<file path="src/rtl/fifo_ram_ctrl.sv">
// FIFO controller that uses an external dual-port tristate RAM as storage.
// Port 0 is the registered write port and port 1 the registered read port.
module fifo_ram_ctrl #(
    parameter int DATA_WIDTH = 8,
    parameter int ADDR_WIDTH = 8,
    parameter int RAM_DEPTH  = 1 << ADDR_WIDTH
) (
    input  logic                  clk,
    input  logic                  rst,
    input  logic                  wr_cs,
    input  logic                  wr_en,
    input  logic [DATA_WIDTH-1:0] data_in,
    input  logic                  rd_cs,
    input  logic                  rd_en,
    output logic [DATA_WIDTH-1:0] data_out,
    output logic                  rd_valid,
    output logic                  full,
    output logic                  empty,
    output logic [ADDR_WIDTH:0]   count,
    output logic                  wr_err,
    output logic                  rd_err,
    output logic [ADDR_WIDTH-1:0] ram_address_0,
    output logic [DATA_WIDTH-1:0] ram_data_0,
    output logic                  ram_cs_0,
    output logic                  ram_we_0,
    output logic                  ram_oe_0,
    output logic [ADDR_WIDTH-1:0] ram_address_1,
    input  logic [DATA_WIDTH-1:0] ram_data_1,
    output logic                  ram_cs_1,
    output logic                  ram_oe_1,
    output logic                  ram_we_1
);

    localparam logic [ADDR_WIDTH:0] DEPTH_C = (ADDR_WIDTH+1)'(RAM_DEPTH);
    localparam logic [ADDR_WIDTH:0] ONE_C   = (ADDR_WIDTH+1)'(1);

    logic [ADDR_WIDTH-1:0] wr_ptr_reg;
    logic [ADDR_WIDTH-1:0] rd_ptr_reg;
    logic [ADDR_WIDTH:0]   count_reg;
    logic [ADDR_WIDTH:0]   count_next;
    logic                  full_reg;
    logic                  empty_reg;
    logic                  wr_err_reg;
    logic                  rd_err_reg;
    logic [DATA_WIDTH-1:0] data_out_reg;
    logic                  rd_valid_reg;
    logic [ADDR_WIDTH-1:0] waddr_reg;
    logic [DATA_WIDTH-1:0] wdata_reg;
    logic                  wstb_reg;
    logic [ADDR_WIDTH-1:0] raddr_reg;
    logic                  rstb_reg;
    logic                  push_req;
    logic                  pop_req;
    logic                  push_ok;
    logic                  pop_ok;

    // Acceptance uses the registered flags, so no request input reaches an output combinationally.
    always_comb begin
        push_req   = wr_cs && wr_en;
        pop_req    = rd_cs && rd_en;
        push_ok    = push_req && !full_reg;
        pop_ok     = pop_req && !empty_reg;
        count_next = count_reg;
        if (push_ok && !pop_ok) begin
            count_next = count_reg + ONE_C;
        end else if (pop_ok && !push_ok) begin
            count_next = count_reg - ONE_C;
        end
    end

    always_ff @(posedge clk) begin
        if (rst) begin
            wr_ptr_reg   <= '0;
            rd_ptr_reg   <= '0;
            count_reg    <= '0;
            full_reg     <= 1'b0;
            empty_reg    <= 1'b1;
            wr_err_reg   <= 1'b0;
            rd_err_reg   <= 1'b0;
            data_out_reg <= '0;
            rd_valid_reg <= 1'b0;
            waddr_reg    <= '0;
            wdata_reg    <= '0;
            wstb_reg     <= 1'b0;
            raddr_reg    <= '0;
            rstb_reg     <= 1'b0;
        end else begin
            count_reg  <= count_next;
            full_reg   <= (count_next == DEPTH_C);
            empty_reg  <= (count_next == '0);
            wr_err_reg <= push_req && full_reg;
            rd_err_reg <= pop_req && empty_reg;

            // Address and data hold between pushes; only the strobe drops.
            wstb_reg <= push_ok;
            if (push_ok) begin
                waddr_reg  <= wr_ptr_reg;
                wdata_reg  <= data_in;
                wr_ptr_reg <= wr_ptr_reg + 1'b1;
            end

            rstb_reg <= pop_ok;
            if (pop_ok) begin
                raddr_reg  <= rd_ptr_reg;
                rd_ptr_reg <= rd_ptr_reg + 1'b1;
            end

            // RAM read data is captured one edge after the read strobe was raised.
            rd_valid_reg <= rstb_reg;
            if (rstb_reg) begin
                data_out_reg <= ram_data_1;
            end
        end
    end

    assign data_out      = data_out_reg;
    assign rd_valid      = rd_valid_reg;
    assign full          = full_reg;
    assign empty         = empty_reg;
    assign count         = count_reg;
    assign wr_err        = wr_err_reg;
    assign rd_err        = rd_err_reg;
    assign ram_address_0 = waddr_reg;
    assign ram_data_0    = wdata_reg;
    assign ram_cs_0      = wstb_reg;
    assign ram_we_0      = wstb_reg;
    assign ram_oe_0      = 1'b0;
    assign ram_address_1 = raddr_reg;
    assign ram_cs_1      = rstb_reg;
    assign ram_oe_1      = rstb_reg;
    assign ram_we_1      = 1'b0;

endmodule

</file>
<file path="config.mk">
export PLATFORM = sky130hd
export DESIGN_NAME = fifo_ram_ctrl
export DESIGN_NICKNAME = d
export VERILOG_FILES = /design/src/rtl/fifo_ram_ctrl.sv
export SDC_FILE = /design/constraint.sdc
export NUM_CORES = 1
export LEC_CHECK = 0
export CAP_MARGIN = 20
export CORE_UTILIZATION = 53
export DETAILED_ROUTE_END_ITERATION = 10
export DONT_BUFFER_PORTS = 1
export GPL_TIMING_DRIVEN = 0
export PLACE_DENSITY_LB_ADDON = 0.3
export SLEW_MARGIN = 20
export SYNTH_ARGS = -nofsm -noshare
export SYNTH_HDL_FRONTEND = slang
export SYNTH_SLANG_ARGS = --single-unit
export TNS_END_PERCENT = 30
</file>
<file path="constraint.sdc">
create_clock -name clk -period 3.2 [get_ports clk]
set_clock_uncertainty 0.15 [all_clocks]
set_input_delay 0.48 -clock clk [delete_from_list [all_inputs] [get_ports clk]]
set_output_delay 0.48 -clock clk [all_outputs]
set_load 0.005 [all_outputs]
</file>
==> results of run 1 <==
## report_power, final
part           internal, mW  switching (mW)  total [mW]
Clock                 0.300           0.283       0.583
Combinational        0.0876           0.110       0.198
Sequential            0.832          0.0456       0.878
Total                  1.22           0.438        1.66
## cell type report
type                    count  area, um^2  area share
clock inverters             3        17.5     0.00626
inverters                   3        11.3     0.00403
clock buffers              13         149      0.0532
flip-flops and latches     64        1280       0.458
well taps                  52        65.1      0.0233
plain buffers              20        93.8      0.0335
multi-input cells         207        1180       0.422
## routing by layer
layer / part of all wire / vias up / track usage
met2: 0.47 / 63 / 0.348
met3: 0.079 / 5 / 0.0999
li1: - / 996 / -
met4: 0.0073 / 0 / 0.0610
met1: 0.45 / 887 / 0.236
met5: 0 / - / 0
## worst paths after layout
check / to / from / slack (ns) / depth (start not counted)
setup / recovery: full$_SDFF_PP0_ / empty$_SDFF_PP1_ / 0.69 / 6
hold reg to reg: ram_data_0[4]$_SDFFE_PP0P_ / ram_data_0[4]$_SDFFE_PP0P_ / 0.32 / 2
setup reg to reg: full$_SDFF_PP0_ / empty$_SDFF_PP1_ / 0.69 / 6
hold / removal: ram_data_0[6]$_SDFFE_PP0P_ / data_in[6] / 0.13 / 2
## cell families (layout without fill, tap and decap cells)
logic type      Yosys count  after routing  synth area share
fa+ha+maj                 4              4            0.0195
xor+xnor                 21             21            0.0718
buf+inv                  23             39            0.0410
other cells               1              2           0.00146
mux                       9              9            0.0352
compound gates           38             38            0.0850
simple gates            133            133             0.246
flops                    64             64             0.500
## cells in the final DEF, fill, tap and decap left out
cell	synthesis	final
dfxtp_1	64	64
nand2_1	59	59
nor2_1	32	32
a21oi_1	27	27
clkbuf_1	13	16
xor2_1	14	14
nand3_1	10	10
clkbuf_8	0	10
mux2i_1	9	9
xnor2_1	7	7
nor2b_1	6	6
nand4_1	5	5
nor4_1	4	4
ha_1	4	4
buf_4	4	4
inv_1	3	3
buf_2	3	3
and3_1	3	3
and3b_1	2	2
nand3b_1	2	2
a22oi_1	2	2
o22ai_1	2	2
o21ai_0	2	2
nor3_1	2	2
and4b_1	2	2
conb_1	1	2
clkinv_2	0	2
or4_4	1	1
and3_2	1	1
or2_2	1	1
a211oi_1	1	1
a311oi_1	1	1
o21a_1	1	1
or2_0	1	1
o32a_1	1	1
or2_4	1	1
nor4b_4	1	1
a41o_2	1	1
clkinvlp_4	0	1
==> results.md, run 1 <==
- Final Cycle Share: 0.785
- Worst Path Buf+Inv: 0
- N_diodes: 0
- Place WS: 0.633 ns
- Synth Register Bits: 64
- Largest net degree at the start of global routing: 11
- CTS clock-pin slew for the worst setup and hold paths: 0.06 ns
- 1st-iter DRT viols: 90
- Drt pass-1 iters: 4
- Overall Power: 1.66 mW
- Post-placement cell count: 346
- Hold/Removal Path Class: input port to flip-flop
- Avg Cell Area, Syn: 8.75 um^2
- Power per cell area: 593 nW/um^2
- H-tree level count: 3
- CP max-delay cell: nor4_1
- Gate Count Post-Synth: 293
- Worst Path Required: 3.29 ns
- Core Area: 4500 um^2
- Die X-Extent: 71.5 um
- Synth unique cells: 36
- Status: complete, no violations
- Setup TNS Final: 0 ns
- First-pass GRT wire length: 8.14 mm
- Leak pwr: 1.05 nW
- PortBufs: 0
- Total wire length: 4.94 mm
- Max-Slew Margin vs Limit: 0.629
- CTS Sinks: 64
- Fin. Hold Viols: 0
- Syn-to-layout area delta: 9.18%
- Post-route cell area: 2800 um^2
- Cell Chain, Critical Path: nand3b_1, nor4_1, a22oi_1, xnor2_1, nor4_1, nor4b_4
- WP data arrival: 2.61 ns
- GP Congestion: 0.802
- Fraction of registers with async set/reset: 0
- Top cells by area, synth: dfxtp_1 50%, nand2_1 8.6%, a21oi_1 5.3%
- Final Net Count: 331
- Vias per cell: 5.39
- Post-synthesis cell area: 2560 um^2
- MaxCap Viol Count: 0
- DP HPWL: 3.49 mm
- Worst-Skew Late Latency: 0.33 ns
- Final WS setup: 0.687 ns
- Most frequent cells after synthesis: 64 x dfxtp_1, 59 x nand2_1, 32 x nor2_1, 27 x a21oi_1, 14 x xor2_1
- Crit path top cell by count: nor4_1
- Cell family with most CP delay: simple AND/OR/NAND/NOR gates
- Via count: 1951
- Post-CTS setup buffers: 0
- Primary FF master, synth: dfxtp_1
- Root Driver: clkbuf_8
- Initial antenna violation count: 0
- Fillcell total: 408
- Initial Util: 0.569
- Worst-margin pin slew: 0.556 ns
- Crit end category: flip-flop
- Num ports: 74
- CTS Buf Count: 9
- Largest area contributor in the netlist: dfxtp_1
- Worst path max stage delay: 0.54 ns
- WL/cell: 13.6 um
- CTS resizes: 0
- Die ar.: 5120 um^2
- Hold Slack: 0.131 ns
- Largest register FFs: 9
- # hold bufs at CTS: 0
- Yosys top cell area share: 0.500
- Vias in the first global route: 1849
- Antenna-violating nets left: 0
- All-Layer GR Usage: 0.208
- Post-synth EDFFs: 0
- RSZ-0062 raised after global routing: no
- Fraction of layout cells with a size suffix above 1: 0.0839
- Num rows: 24
- Final Util: 0.621
- Max-slew violations: 0
- Number of remaining DRC errors: 0
- CP max FO: 8
- Highest ir drop seen on vdd: 0.371 mV
- Non-Filler Instances: 362
- Final setup fails: 0
- Total global routing overflow: 0
- Crit path kind: flip-flop to flip-flop
- YS warnings: 0
- Tmin final: 2.51 ns
- Critical Path Start Type: flip-flop
- CTS tree: done
- Sequential element share of the synthesized area: 0.500
- Top-count cell post-synth: dfxtp_1
- Clock Path Buffers: 2
- Die Y: 71.5 um
- DP Area: 2630 um^2
- Fmax: 398 MHz
Note: power is estimated with default switching activity, not from simulation.
==> run 2, diff against run 1 <==
==> constraint.sdc (replaced) <==
create_clock -name clk -period 2.2 [get_ports clk]
set_clock_uncertainty 0.15 [all_clocks]
set_input_delay 0.33 -clock clk [delete_from_list [all_inputs] [get_ports clk]]
set_output_delay 0.33 -clock clk [all_outputs]
set_load 0.005 [all_outputs]
==> run 2 against run 1 <==
  * The flow now finishes with violations (setup timing)
  * Global-route usage rose by 1.6 points
  * Die area did not move
  * Sequential share of layout area fell by 3.5 points
  * Worst setup slack got worse by 0.79 ns
  * Non-clock buffer count rose by 19
  * Cell count rose by 5.2%
==> results.md, run 2 (synthesis gave the netlist of run 1 again) <==
- Fillcell total: 370
- Vias in the first global route: 1930
- CTS Sinks: 64
- GRT met3 Usage: 0.105
- Overall Power: 2.63 mW
- PortBufs: 0
- Num rows: 24
- Most common cell after layout, fill and taps aside: dfxtp_1
- Post-route cell area: 3060 um^2
- RSZ-0062 raised after global routing: yes
- Power per cell area: 862 nW/um^2
- Die ar.: 5120 um^2
- N_diodes: 0
- Num ports: 74
- Worst r2r src: count[3]$_SDFF_PP0_
- Hold/Removal Path Class: input port to flip-flop
- Drt pass-1 iters: 4
- Critical Path Start Type: flip-flop
- Fmax: 435 MHz
- GP Congestion: 0.806
- Seq pwr share: 0.488
- Largest register FFs: 9
- Most frequent cells in the layout: 60 x dfxtp_1, 59 x nand2_1, 32 x nor2_1, 27 x a21oi_1, 15 x dlygate4sd3_1
- Initial Util: 0.569
- Critical hold path startpoint: ram_data_1[0]
- Core Area: 4500 um^2
- 1st-iter DRT viols: 138
- Clock network fraction of design power: 0.379
- Antenna-violating nets left: 0
- Max-slew violations: 0
- All-Layer GR Usage: 0.224
- Met2 Use GR: 0.368
- Final Net Count: 350
- Number of remaining DRC errors: 0
- Status: finished with violations
- Clock Path Buffers: 2
- Initial antenna violation count: 0
- WP data arrival: 2.38 ns
- First-pass GRT wire length: 8.76 mm
- Syn-to-layout area delta: 19.2%
- Final setup fails: 2
- CP Launch Point: count[3]$_SDFF_PP0_
- DP Area: 2630 um^2
- Violations in the final reports: setup timing
- Place WS: -0.285 ns
- Crit end category: flip-flop
- WL/cell: 14.1 um
- CTS clock-pin slew for the worst setup and hold paths: 0.07 ns
- Fraction of layout cells with a size suffix above 1: 0.119
- Met1 global-route usage: 0.255
- Worst Path Required: 2.28 ns
- Vias per cell: 5.46
- Max-Slew Margin vs Limit: 0.606
- Die X-Extent: 71.5 um
- Sw frac: 0.266
- DP HPWL: 3.52 mm
- Setup TNS Final: -0.153 ns
- Tmin final: 2.30 ns
- Worst-Skew Late Latency: 0.34 ns
- Total global routing overflow: 0
- Crit path kind: flip-flop to flip-flop
- Die Y: 71.5 um
- Final WS setup: -0.0997 ns
- Via count: 2081
- Fin. Hold Viols: 0
- Highest ir drop seen on vdd: 0.694 mV
- Part of the power in combinational logic: 0.133
- H-tree level count: 3
- Root Driver: clkbuf_8
- Total wire length: 5.36 mm
- MaxCap Viol Count: 0
- CTS tree: done
- GRT Max-Usage Layer: met2
- Worst-margin pin slew: 0.592 ns
- Internal: 1.93 mW
- Largest net degree at the start of global routing: 12
- Leak pwr: 1.15 nW
- Final Cycle Share: 1.05
- Sw power: 0.701 mW
- CP max FO: 6
- CTS Buf Count: 9
-- run 2: per-layer routing --
metal / wire length [um] / part of all wire
met1: 2290 / 0.43
met2: 2620 / 0.49
met3: 361 / 0.067
met4: 96 / 0.018
met5: 0 / 0
-- run 2: area by class of cell --
type                       count  area [um^2]  share of cell area
clock inverter                 5         56.3              0.0184
sequential                    64         1290               0.423
timing repair buffer          19          180              0.0590
buffer                        20         93.8              0.0307
inverter                       3         11.3             0.00369
tap                           52         65.1              0.0213
clock buffer                  11          141              0.0463
multi-input combinational    207         1220               0.398
-- run 2: stage by stage --
stage,std cells,util,hold WS (ns)
final,381,0.678,0.0127
after global routing,381,0.678,0.00242
after CTS,378,0.669,0.00271
after detailed placement,346,0.584,0.311
after global placement,346,0.584,0.308
after floorplan,294,-,0.294
-- run 2: critical path, stage by stage (launching register included) --
cell and delay (ns):
dfxtp_4 0.37, or4_4 0.54, or2_0 0.22, o32a_1 0.30, xor2_1 0.14, or2_4 0.25
a41o_2 0.24
-- run 2: final timing paths --
check,endpoint,slack (ns),cells after the start
hold reg to reg,ram_address_0[7]$_SDFFE_PP0P_,0.32,2
setup reg to reg,empty$_SDFF_PP1_,-0.1,6
hold / removal,data_out[0]$_SDFFE_PP0P_,0.01,2
setup / recovery,empty$_SDFF_PP1_,-0.1,6
-- run 2: power groups by stage --
stage	logic, mW	clock network, mW	registers [mW]
2_1_floorplan	0.241	0	1.29
3_3_place_gp	0.281	0	1.30
3_5_place_dp	0.287	0	1.30
4_1_cts	0.329	1.01	1.28
5_1_grt	0.389	1.08	1.29
6_report	0.351	0.999	1.28
-- run 2: repair_timing --
item / 4_1_cts / 5_1_grt
hold buffers: 15 / 0
buffers inserted: 1 / 3
endpoints found under the setup margin: 2 / 2
resized for setup: 6 / 4
cloned: 0 / 0
pin swaps: 3 / 1
hold endpoints to repair: 15 / 0
